$ cat config.mk
export PLATFORM = sky130hd
export DESIGN_NAME = vga_scanout
export DESIGN_NICKNAME = d
export VERILOG_FILES = /design/src/rtl/vga_scanout.sv
export SDC_FILE = /design/constraint.sdc
export NUM_CORES = 1
export LEC_CHECK = 0
export CAP_MARGIN = 20
export CORE_ASPECT_RATIO = 2
export CORE_MARGIN = 3
export CORE_UTILIZATION = 51
export DETAILED_ROUTE_END_ITERATION = 8
export GPL_ROUTABILITY_DRIVEN = 0
export PLACE_DENSITY = 0.8
export SLEW_MARGIN = 40
export SYNTH_ARGS = -nofsm -noshare
export SYNTH_HDL_FRONTEND = slang
export SYNTH_SLANG_ARGS = --single-unit
export TNS_END_PERCENT = 30
$ cat constraint.sdc
create_clock -name clk -period 4.2 [get_ports clk]
set_input_delay 1.05 -clock clk [delete_from_list [all_inputs] [get_ports clk]]
set_output_delay 1.05 -clock clk [all_outputs]
set_load 0.03 [all_outputs]
$ cat src/rtl/vga_scanout.sv
// ---------------------------------------------------------------------------
// vga_scanout
//
// Read side of the 320x240x3-bit frame buffer. Generates 640x480@60 VGA
// timing from the 50 MHz system clock and fetches frame buffer pixels so
// that each stored pixel covers a 2x2 block on screen.
//
// Ports:
//   clk          in   system clock (50 MHz)
//   resetn       in   synchronous active-low reset
//   rd_addr      out  [16:0] frame buffer read address (combinational)
//   rd_data      in   [2:0]  colour {R,G,B}, valid 1 clk after rd_addr
//   vga_hs       out  horizontal sync, active low
//   vga_vs       out  vertical sync, active low
//   vga_blank_n  out  high while in the visible area
//   vga_r/g/b    out  [7:0] colour channels to the DAC
//   frame_start  out  one-clk pulse when the scan wraps to (0,0)
//   pix_tick     out  pixel-enable strobe, one clk per pixel period
//
// The output stage registers on pix_tick, so sync/blank/colour lag the
// counters by exactly one pixel tick. That lag is what gives the RAM its
// read cycle: rd_addr settles right after a tick, rd_data is valid one clk
// later, and the next tick (at least two clks away) samples it.
// ---------------------------------------------------------------------------
module vga_scanout #(
    parameter int CLK_DIV  = 2,
    parameter int H_ACTIVE = 640,
    parameter int H_FP     = 16,
    parameter int H_SYNC   = 96,
    parameter int H_BP     = 48,
    parameter int V_ACTIVE = 480,
    parameter int V_FP     = 10,
    parameter int V_SYNC   = 2,
    parameter int V_BP     = 33,
    parameter int FB_W     = 320
) (
    input  logic        clk,
    input  logic        resetn,
    output logic [16:0] rd_addr,
    input  logic [2:0]  rd_data,
    output logic        vga_hs,
    output logic        vga_vs,
    output logic        vga_blank_n,
    output logic [7:0]  vga_r,
    output logic [7:0]  vga_g,
    output logic [7:0]  vga_b,
    output logic        frame_start,
    output logic        pix_tick
);

    localparam int H_TOTAL = H_ACTIVE + H_FP + H_SYNC + H_BP;
    localparam int V_TOTAL = V_ACTIVE + V_FP + V_SYNC + V_BP;
    localparam int DW      = $clog2(CLK_DIV);
    localparam int HW      = $clog2(H_TOTAL);
    localparam int VW      = $clog2(V_TOTAL);

    localparam logic [DW-1:0] DIV_LAST = DW'(CLK_DIV - 1);
    localparam logic [HW-1:0] H_LAST   = HW'(H_TOTAL - 1);
    localparam logic [HW-1:0] H_ACT    = HW'(H_ACTIVE);
    localparam logic [HW-1:0] HS_START = HW'(H_ACTIVE + H_FP);
    localparam logic [HW-1:0] HS_END   = HW'(H_ACTIVE + H_FP + H_SYNC);
    localparam logic [VW-1:0] V_LAST   = VW'(V_TOTAL - 1);
    localparam logic [VW-1:0] V_ACT    = VW'(V_ACTIVE);
    localparam logic [VW-1:0] VS_START = VW'(V_ACTIVE + V_FP);
    localparam logic [VW-1:0] VS_END   = VW'(V_ACTIVE + V_FP + V_SYNC);

    // Off-screen coordinates are clamped to the last buffer column/row so
    // the address never leaves the buffer.
    localparam logic [16:0] X_CLAMP   = 17'(FB_W - 1);
    localparam logic [16:0] Y_CLAMP   = 17'(V_ACTIVE / 2 - 1);
    localparam logic [16:0] FB_STRIDE = 17'(FB_W);

    logic [DW-1:0] div;
    logic [HW-1:0] h_cnt;
    logic [VW-1:0] v_cnt;
    logic          h_wrap;
    logic          v_wrap;
    logic          active;
    logic          hs_pulse;
    logic          vs_pulse;
    logic [16:0]   x_pix;
    logic [16:0]   y_pix;

    assign pix_tick = (div == DIV_LAST);
    assign h_wrap   = (h_cnt == H_LAST);
    assign v_wrap   = (v_cnt == V_LAST);
    assign active   = (h_cnt < H_ACT) && (v_cnt < V_ACT);
    assign hs_pulse = (h_cnt >= HS_START) && (h_cnt < HS_END);
    assign vs_pulse = (v_cnt >= VS_START) && (v_cnt < VS_END);

    // Clock divider: one pixel tick every CLK_DIV system clocks.
    always_ff @(posedge clk) begin
        if (!resetn) begin
            div <= '0;
        end else if (pix_tick) begin
            div <= '0;
        end else begin
            div <= div + 1'b1;
        end
    end

    // Raster position; the line counter steps when the pixel counter wraps.
    always_ff @(posedge clk) begin
        if (!resetn) begin
            h_cnt <= '0;
            v_cnt <= '0;
        end else if (pix_tick) begin
            if (h_wrap) begin
                h_cnt <= '0;
                v_cnt <= v_wrap ? '0 : v_cnt + 1'b1;
            end else begin
                h_cnt <= h_cnt + 1'b1;
            end
        end
    end

    // Halving both coordinates makes each buffer pixel a 2x2 screen block.
    always_comb begin
        x_pix = 17'(h_cnt >> 1);
        y_pix = 17'(v_cnt >> 1);
        if (h_cnt >= H_ACT) begin
            x_pix = X_CLAMP;
        end
        if (v_cnt >= V_ACT) begin
            y_pix = Y_CLAMP;
        end
    end

    assign rd_addr = y_pix * FB_STRIDE + x_pix;

    // Output stage: samples the position held since the previous tick
    // together with the pixel fetched for it.
    always_ff @(posedge clk) begin
        if (!resetn) begin
            vga_hs      <= 1'b1;
            vga_vs      <= 1'b1;
            vga_blank_n <= 1'b0;
            vga_r       <= 8'h00;
            vga_g       <= 8'h00;
            vga_b       <= 8'h00;
        end else if (pix_tick) begin
            vga_hs      <= ~hs_pulse;
            vga_vs      <= ~vs_pulse;
            vga_blank_n <= active;
            vga_r       <= (active && rd_data[2]) ? 8'hFF : 8'h00;
            vga_g       <= (active && rd_data[1]) ? 8'hFF : 8'h00;
            vga_b       <= (active && rd_data[0]) ? 8'hFF : 8'h00;
        end
    end

    // Frame pulse is high for the single clk in which the counters have
    // just wrapped to (0,0); a reset start never produces it.
    always_ff @(posedge clk) begin
        if (!resetn) begin
            frame_start <= 1'b0;
        end else begin
            frame_start <= pix_tick && h_wrap && v_wrap;
        end
    end

endmodule

==> results of run 1 <==
[power by group through the flow]
stage                     sequential, mW  combinational [mW]  clock, mW
after global routing               0.278              0.0952      0.226
after global placement             0.283              0.0904          0
final                              0.276              0.0904      0.213
after CTS                          0.277              0.0912      0.217
after detailed placement           0.283              0.0909          0
after floorplan                    0.288              0.0602          0
[how the worst max path moves through the flow]
stage	from	to	slack (ns)	depth (start not counted)
after floorplan	v_cnt[6]$_SDFFE_PN0P_	rd_addr[16]	0.005	12
after global placement	v_cnt[7]$_SDFFE_PN0P_	rd_addr[16]	0.09	12
after detailed placement	v_cnt[7]$_SDFFE_PN0P_	rd_addr[16]	0.006	12
after CTS	v_cnt[5]$_SDFFE_PN0P_	rd_addr[15]	-0.03	13
after global routing	v_cnt[9]$_SDFFE_PN0P_	rd_addr[15]	-0.17	11
final	v_cnt[9]$_SDFFE_PN0P_	rd_addr[15]	-0.01	11
[cell usage after synthesis, types with 5 or more instances]
master	n	area share (%)
nor2_1	31	5.3
inv_1	6	1.0
nand2b_1	8	2.3
a21oi_1	7	1.6
nand2_1	17	2.9
and3_1	7	2.0
xnor2_1	17	6.8
buf_4	23	7.8
o21ai_0	8	1.8
buf_2	5	1.1
dfxtp_1	28	25
nand4_1	13	3.7
nor3_1	11	2.5
xor2_1	14	5.6
ha_1	18	10
[routing by layer]
metal | global-route usage, % | vias up
li1 | - | 962
met4 | 7.480 | 0
met2 | 41.00 | 53
met1 | 21.88 | 920
met5 | 0 | -
met3 | 1.815 | 11
[worst min-delay path: cells and delay by family, from the launching register on]
family | cells | cell delay [ns]
compound gates | 1 | 0.08
flops | 1 | 0.35
simple gates | 1 | 0.06
[what timing repair did]
| item | in CTS | in global routing |
|---|---|---|
| setup buffers | 8 | 0 |
| gates resized for setup | 14 | 6 |
| setup endpoints to repair | 5 | 6 |
| pin swaps | 11 | 8 |
[flip-flops by register name, summed over array words and instances, names as in the netlist]
name,cells
h_cnt,10
vga_b,1
pix_tick,1
vga_r,1
v_cnt,10
vga_vs,1
vga_blank_n,1
vga_g,1
frame_start,1
vga_hs,1
[kinds of logic (layout without fill, tap and decap cells)]
group           after synthesis  after routing  synth area share [%]
simple gates                113            113                 28.20
buf+inv                      39             79                 11.20
compound gates               32             32                 10.12
xor+xnor                     31             31                 12.34
flops                        28             28                 25.47
fa+ha+maj                    20             20                 12.05
other cells                   1              1                0.1704
mux                           1              1                0.4548
[layout make-up]
| cell class | count | area [um2] | area share (%) |
|---|---|---|---|
| repair buffers | 69 | 644.4 | 22.36 |
| clock buffers | 3 | 41.29 | 1.433 |
| clock inverters | 1 | 30.03 | 1.042 |
| well taps | 52 | 65.06 | 2.258 |
| flip-flops and latches | 28 | 563.0 | 19.54 |
| inverters | 6 | 22.52 | 0.7816 |
| multi-input cells | 198 | 1515 | 52.58 |
==> results.txt, run 1 <==
Root Driver -> clkbuf_8
Worst Hold Class -> register to register
Clk Latency, worst-skew pair -> 0.28 ns
Final setup fails -> 1
Pwr/cell area -> 201.2 nW/um2
CP startpoint kind -> register
Worst Setup End Kind -> output port
Avg Synthesized Cell Area -> 8.305 um2
Number of hold buffers added after CTS -> 0
Minimum hold slack -> 0.5138 ns
TNS Setup -> -0.01046 ns
Fin crit share -> 100.2%
Met2 wire length -> 3.002 mm
Leakage -> 1.297 nW
Routed wire length -> 5.059 mm
Commonest cells after routing, fill and taps aside -> 42 x clkdlybuf4s50_1, 31 x nor2_1, 26 x dfxtp_1, 22 x buf_4, 17 x nand2_1
CTS tree -> yes
Area of placed instances -> 2670 um2
Status -> finished with violations
DR pass1 iterations -> 4
Clock share of power -> 36.8%
Residual DRC -> 0
Worst Min Path Start -> vga_hs$_SDFFE_PN1P_
CP delay by family, top -> adder cells
Syn nets -> 290
Remaining Overflow, GRT -> 0
Initial core utilization -> 53.30%
# H-tree levels -> 1
EDFF count, synth -> 0
Hold Crit Endpoint -> vga_hs$_SDFFE_PN1P_
Clock-pin slew on the worst setup and hold paths -> 0.10 ns
Die area -> 5187 um2
Final core area utilization -> 69.79%
Register-to-Register Path Depth -> 6
Max frequency -> 0.2375 GHz
Total power -> 0.5798 mW
Cells after Synth -> 265
Number of global-route vias before repair -> 1949
VDD IR max -> 252.8 uV
Worst-path maximum fanout -> 9
WP buf/inv -> 3
Worst path cell trace -> buf_4, or2_2, ha_1, ha_1, o21ai_1, o21ai_2, a221oi_2, buf_4, nand4_1, xnor2_2, buf_6
CP required -> 3.15 ns
Diodes inserted -> 0
Hold Fails Final Rpt -> 0
Ys Warns -> 0
Placed Cells -> 345
CTS Sinks -> 28
Yosys cell types -> 48
Vias post-DR -> 1946
Synth Flop Type -> dfxtp_1
Worst clock skew -> 0.009183 ns
Comb power frac -> 15.6%
Worst slack, placed -> 0.006183 ns
Min Tclk post-route -> 4.210 ns
Final Cell Area -> 2882 um2
First-pass GRT wire length -> 8.700 mm
IO Pins -> 51
Cell Count, Final, Fillers Out -> 357
Die width -> 52.45 um
RSZ-0062 raised after global routing -> yes
Fraction of registers with async set/reset -> 0%
Num CTS Buffers -> 3
Top routing layer used -> met4
Metal3 WL -> 186 um
Area grow syn2layout -> 30.93%
FP Rows -> 33
Fraction of layout cells with a size suffix above 1 -> 18.69%
Via density -> 5.451
Initial antenna violation count -> 0
Critical R2R Capture -> v_cnt[9]$_SDFFE_PN0P_
Sw Share -> 24.99%
#FFs+latches synth -> 28
PortBufs -> 50
Core footprint -> 4129 um2
FILL cells -> 328
Hold path depth -> 2
Failing checks -> setup timing
Crit path DAT -> 3.16 ns
Routed len/inst -> 14.17 um
Internal power -> 0.4349 mW
Crit-path max cell delay -> 0.41 ns
Synthesized area -> 2201 um2
Nets -> 331
Final WS setup -> -0.01046 ns
Slowest CP cell -> ha_1
Die Span Y -> 98.90 um
All-Layer GR Usage -> 21.11%
Routed Antenna Nets -> 0
DRT iter0 DRCs -> 25
Met1 WL -> 1.764 mm
Slew Viols, Final -> 0
NetSw -> 0.1449 mW
Hpwl dp -> 3.797 mm
Max Cap Viol -> 0
Worst Setup Path Type -> register to output port
Seq/Total Area, Yosys -> 25.47%
Sequential Power Share -> 47.7%
Clock Tree Buf Depth -> 2
Commonest non-fill, non-tap cell in the layout -> clkdlybuf4s50_1
Reg-to-reg slack, setup -> 2.44 ns
Pin count of the biggest net entering global routing -> 17
Reg-to-reg startpoint -> v_cnt[1]$_SDFFE_PN0P_
Power figures use the tool's default switching activity.
==> run 2: changes to the inputs <==
- GPL_TIMING_DRIVEN: unset -> 0
==> run 2 against run 1 <==
Effect of this change: the flow still finishes with violations (setup timing); first-iteration DRC count up 120%; maximum frequency down 2.0%; design area up 7.0%; sequential share of layout area down 1.0 points; global-route usage up 0.91 points; via count up 5.4%; critical path type unchanged; largest power group unchanged.
==> results.txt, run 2 (synthesis results as in run 1) <==
Status -> finished with violations
Failing checks -> setup timing
CP startpoint kind -> register
Max Cap Viol -> 0
VDD IR max -> 244.8 uV
Routed Antenna Nets -> 0
Residual DRC -> 0
FP Rows -> 33
Slowest CP cell -> fa_2
Register-to-Register Path Depth -> 7
RSZ-0062 raised after global routing -> yes
Final Cell Area -> 3084 um2
Initial antenna violation count -> 0
Initial core utilization -> 53.30%
Number of hold buffers added after CTS -> 0
Pwr/cell area -> 191.8 nW/um2
Max frequency -> 0.2328 GHz
WP buf/inv -> 2
Commonest non-fill, non-tap cell in the layout -> clkdlybuf4s50_1
CTS tree -> yes
Diodes inserted -> 0
Worst Setup End Kind -> output port
CP required -> 3.15 ns
Hpwl dp -> 3.846 mm
Remaining Overflow, GRT -> 0
Minimum hold slack -> 0.5295 ns
Crit path DAT -> 3.25 ns
IO Pins -> 51
Comb power frac -> 17.8%
Sequential Power Share -> 46.6%
Die Span Y -> 98.90 um
Internal power -> 0.4452 mW
Core footprint -> 4129 um2
# H-tree levels -> 1
Final WS setup -> -0.09592 ns
Hold Fails Final Rpt -> 0
Routed wire length -> 5.414 mm
All-Layer GR Usage -> 22.02%
Routed len/inst -> 14.03 um
Clk Latency, worst-skew pair -> 0.27 ns
Clock-pin slew on the worst setup and hold paths -> 0.10 ns
Nets -> 360
CTS Sinks -> 28
Top flop regs -> h_cnt x10, v_cnt x10
Slew Viols, Final -> 0
Cell Count, Final, Fillers Out -> 386
Hold path depth -> 2
Crit-path max cell delay -> 0.40 ns
Reg-to-reg startpoint -> h_cnt[5]$_SDFFE_PN0P_
Clock share of power -> 35.6%
Fin crit share -> 102.3%
Worst setup path start -> v_cnt[5]$_SDFFE_PN0P_
Worst clock skew -> 0.005469 ns
Vias post-DR -> 2052
TNS Setup -> -0.1912 ns
Worst path cell trace -> and3_4, a21oi_4, buf_6, nand2b_4, ha_4, ha_4, fa_2, a211oi_2, o21ai_1, a2bb2oi_2, nand4_1, xnor2_4, buf_6
Via density -> 5.316
Commonest cells after routing, fill and taps aside -> 44 x clkdlybuf4s50_1, 38 x buf_4, 31 x nor2_1, 25 x dfxtp_1, 17 x nand2_1
Clock Tree Buf Depth -> 2
DR pass1 iterations -> 4
NetSw -> 0.1465 mW
Sw Share -> 24.75%
Area grow syn2layout -> 40.14%
Placed Cells -> 367
Fraction of layout cells with a size suffix above 1 -> 25.75%
CP delay by family, top -> adder cells
Worst-path maximum fanout -> 5
Worst Hold Class -> register to register
Final setup fails -> 2
Area of placed instances -> 2826 um2
Levels on crit path -> 13
Root Driver -> clkbuf_8
Leakage -> 1.388 nW
Die area -> 5187 um2
Final core area utilization -> 74.70%
Num CTS Buffers -> 3
Die width -> 52.45 um
Number of global-route vias before repair -> 2092
Worst Setup Path Type -> register to output port
Min Tclk post-route -> 4.296 ns
DRT iter0 DRCs -> 54
First-pass GRT wire length -> 9.025 mm
PortBufs -> 50
Pin count of the biggest net entering global routing -> 17
Worst Min Path Start -> vga_vs$_SDFFE_PN1P_
## run 2: per-layer routing
metal,GRT usage [%],routed length (um)
met1,22.02,2053
met4,6.693,82
met3,2.269,147
met5,0,0
met2,43.87,3131
## run 2: worst min-delay path, delay by kind of cell (launching register included)
kind	cells	cell delay (ns)
flip-flops	1	0.32
AO/OA/AOI/OAI	1	0.08
AND/OR/NAND/NOR	1	0.08
## run 2: power groups by stage
stage / clock [mW] / combinational, mW / sequential [mW]
after floorplan: 0 / 0.0602 / 0.288
after global placement: 0 / 0.104 / 0.284
after detailed placement: 0 / 0.105 / 0.284
after CTS: 0.216 / 0.106 / 0.276
after global routing: 0.226 / 0.111 / 0.277
final: 0.211 / 0.105 / 0.276
## run 2: worst paths after layout
check,endpoint,slack [ns]
max reg2reg,v_cnt[3]$_SDFFE_PN0P_,2.43
min,vga_vs$_SDFFE_PN1P_,0.53
min reg2reg,vga_vs$_SDFFE_PN1P_,0.53
max,rd_addr[16],-0.1
## run 2: layout make-up
cell class	count	area (um2)
buffer	31	215.2
sequential	28	571.8
clock buffer	3	41.29
tap	52	65.06
fill	316	1045
inverter	6	22.52
clock inverter	1	30.03
multi-input combinational	198	1516
timing repair buffer	67	621.8
## run 2: through the flow
step	total power, mW	setup WS (ns)
after global placement	0.3873	-0.8821
after global routing	0.6143	-0.2039
after detailed placement	0.3888	-0.9172
final	0.5917	-0.09592
after floorplan	0.3484	0.004799
after CTS	0.5974	-0.08279
## run 2: repair_timing
| item | 4_1_cts | 5_1_grt |
|---|---|---|
| pin swaps | 16 | 5 |
| setup endpoints to repair | 8 | 5 |
| hold endpoints to repair | 0 | 0 |
| cloned | 0 | 0 |
| setup buffers | 15 | 2 |
| gates resized for setup | 45 | 5 |
==> run 3: changes to the inputs <==
- CORE_MARGIN: 3 -> unset
- CORE_UTILIZATION: 51 -> 31
- PLACE_DENSITY: 0.8 -> 0.53
- REMOVE_ABC_BUFFERS: unset -> 1
==> run 3 against run 2 <==
Effect of this change: worst setup slack improved by 0.13 ns; total power increased by 8.9%; highest routed layer unchanged; clock skew increased by 0.0044 ns; combinational power decreased by 19%; global-route usage decreased by 7.5 points; clock-buffer cell count unchanged; the run now ends clean; design area decreased by 6.0%; sequential power about the same.
==> results.txt, run 3 (synthesis results as in run 1) <==
Status -> complete, no violations
Slew Viols, Final -> 0
Fin crit share -> 99.17%
CTS tree -> yes
Fraction of layout cells with a size suffix above 1 -> 17.57%
Worst-path maximum fanout -> 5
Leakage -> 1.210 nW
Pin count of the biggest net entering global routing -> 17
Max-slew headroom -> 62.04%
Worst Hold Class -> register to register
Max frequency -> 0.2401 GHz
Clock-pin slew on the worst setup and hold paths -> 0.07 ns
Nets -> 322
Die width -> 61.58 um
# H-tree levels -> 1
Pwr/cell area -> 222.5 nW/um2
FILL cells -> 752
CP required -> 3.15 ns
Hpwl dp -> 3.873 mm
Worst clock skew -> 0.009836 ns
Final core area utilization -> 42.08%
Clock Tree Buf Depth -> 2
Commonest non-fill, non-tap cell in the layout -> clkdlybuf4s50_1
CP startpoint kind -> register
Worst-margin pin slew -> 0.5686 ns
Die Span Y -> 121.2 um
Vias post-DR -> 1872
Min Tclk post-route -> 4.165 ns
Crit-path max cell delay -> 0.41 ns
Diodes inserted -> 0
Commonest cells after routing, fill and taps aside -> 44 x clkdlybuf4s50_1, 30 x nor2_1, 25 x dfxtp_1, 17 x nand2_1, 16 x xnor2_1
Reg-to-reg slack, setup -> 2.28 ns
PortBufs -> 50
Number of global-route vias before repair -> 1785
Residual DRC -> 0
Slowest CP cell -> fa_2
Via density -> 4.850
DRT iter0 DRCs -> 50
Top flop regs -> h_cnt x10, v_cnt x10
Worst Setup End Kind -> output port
Hold Fails Final Rpt -> 0
Remaining Overflow, GRT -> 0
All-Layer GR Usage -> 14.56%
Root Driver -> clkbuf_16
First-pass GRT wire length -> 8.383 mm
FP Rows -> 43
Die area -> 7461 um2
Crit path DAT -> 3.12 ns
Area of placed instances -> 2590 um2
Routed wire length -> 5.037 mm
Final setup fails -> 0
Initial antenna violation count -> 0
Total power -> 0.6446 mW
Initial core utilization -> 31.96%
Core footprint -> 6887 um2
DR pass1 iterations -> 6
Clk Latency, worst-skew pair -> 0.27 ns
WP buf/inv -> 1
CTS Sinks -> 28
Worst Setup Path Type -> register to output port
IO Pins -> 51
Routed len/inst -> 13.05 um
Routed Antenna Nets -> 0
VDD IR max -> 144.8 uV
Area grow syn2layout -> 31.67%
Num CTS Buffers -> 3
RSZ-0062 raised after global routing -> yes
Max Cap Viol -> 0
CP delay by family, top -> adder cells
Final Cell Area -> 2898 um2
Worst path cell trace -> and3_4, a21oi_4, nand2b_1, ha_1, ha_2, fa_2, a211oi_4, o21ai_1, a2bb2oi_2, nand4_1, xnor2_1, buf_4
## run 3: cell count changes in the layout (fill, tap and decap cells not counted), moves of 3 or more
cell       previous run  this run
buf_6                 5         2
clkbuf_16             0         3
buf_2                 6         0
clkbuf_8              3         0
buf_4                38        12
## run 3: stage by stage
stage | hold slack [ns] | setup TNS [ns] | cells | worst slack, ns
detailed placement | 0.5082 | -4.187 | 372 | -0.9248
floorplan | 0.4989 | -0.2694 | 232 | -0.1056
global route | 0.5484 | -0.2728 | 386 | -0.1016
finish | 0.5111 | 0 | 386 | 0.03469
CTS | 0.5265 | -0.1565 | 383 | -0.06970
global placement | 0.4913 | -4.179 | 372 | -0.9353
## run 3: power by group
group / internal, mW / switching [mW]
Clock: 0.190 / 0.0922
Sequential: 0.268 / 0.00938
Combinational: 0.0354 / 0.0496
## run 3: area by class of cell
class,count,area [um2],share of cell area (%)
Multi-Input combinational cell,198,1514,52.25
Clock inverter,1,30.03,1.036
Timing Repair Buffer,60,571.8,19.73
Sequential cell,28,571.8,19.73
Tap cell,90,112.6,3.886
Clock buffer,3,75.07,2.591
Inverter,6,22.52,0.7772
## run 3: metal layers
metal | part of all wire [%] | GRT usage, %
met5 | 0 | 0
met4 | 0.99 | 4.167
met3 | 2.3 | 1.066
met2 | 61 | 28.23
met1 | 36 | 15.58
## run 3: path summary, 6_finish.rpt
kind                                          startpoint                  endpoint  depth (start not counted)
worst min register to register  vga_blank_n$_SDFFE_PN0P_  vga_blank_n$_SDFFE_PN0P_                          2
worst max register to register       pix_tick$_SDFF_PP0_     v_cnt[8]$_SDFFE_PN0P_                          5
worst max-delay path               v_cnt[5]$_SDFFE_PN0P_               rd_addr[16]                         12
worst min-delay path            vga_blank_n$_SDFFE_PN0P_  vga_blank_n$_SDFFE_PN0P_                          2
## run 3: worst min-delay path, delay by kind of cell (launching register included)
family	cells	cell delay (ns)
AND/OR/NAND/NOR	1	0.07
flip-flops	1	0.34
AO/OA/AOI/OAI	1	0.07
## run 3: timing repair
item | CTS | global route
setup endpoints to repair | 8 | 6
setup buffers | 7 | 3
hold buffers | 0 | 0
resized for setup | 47 | 14
pin swaps | 12 | 11
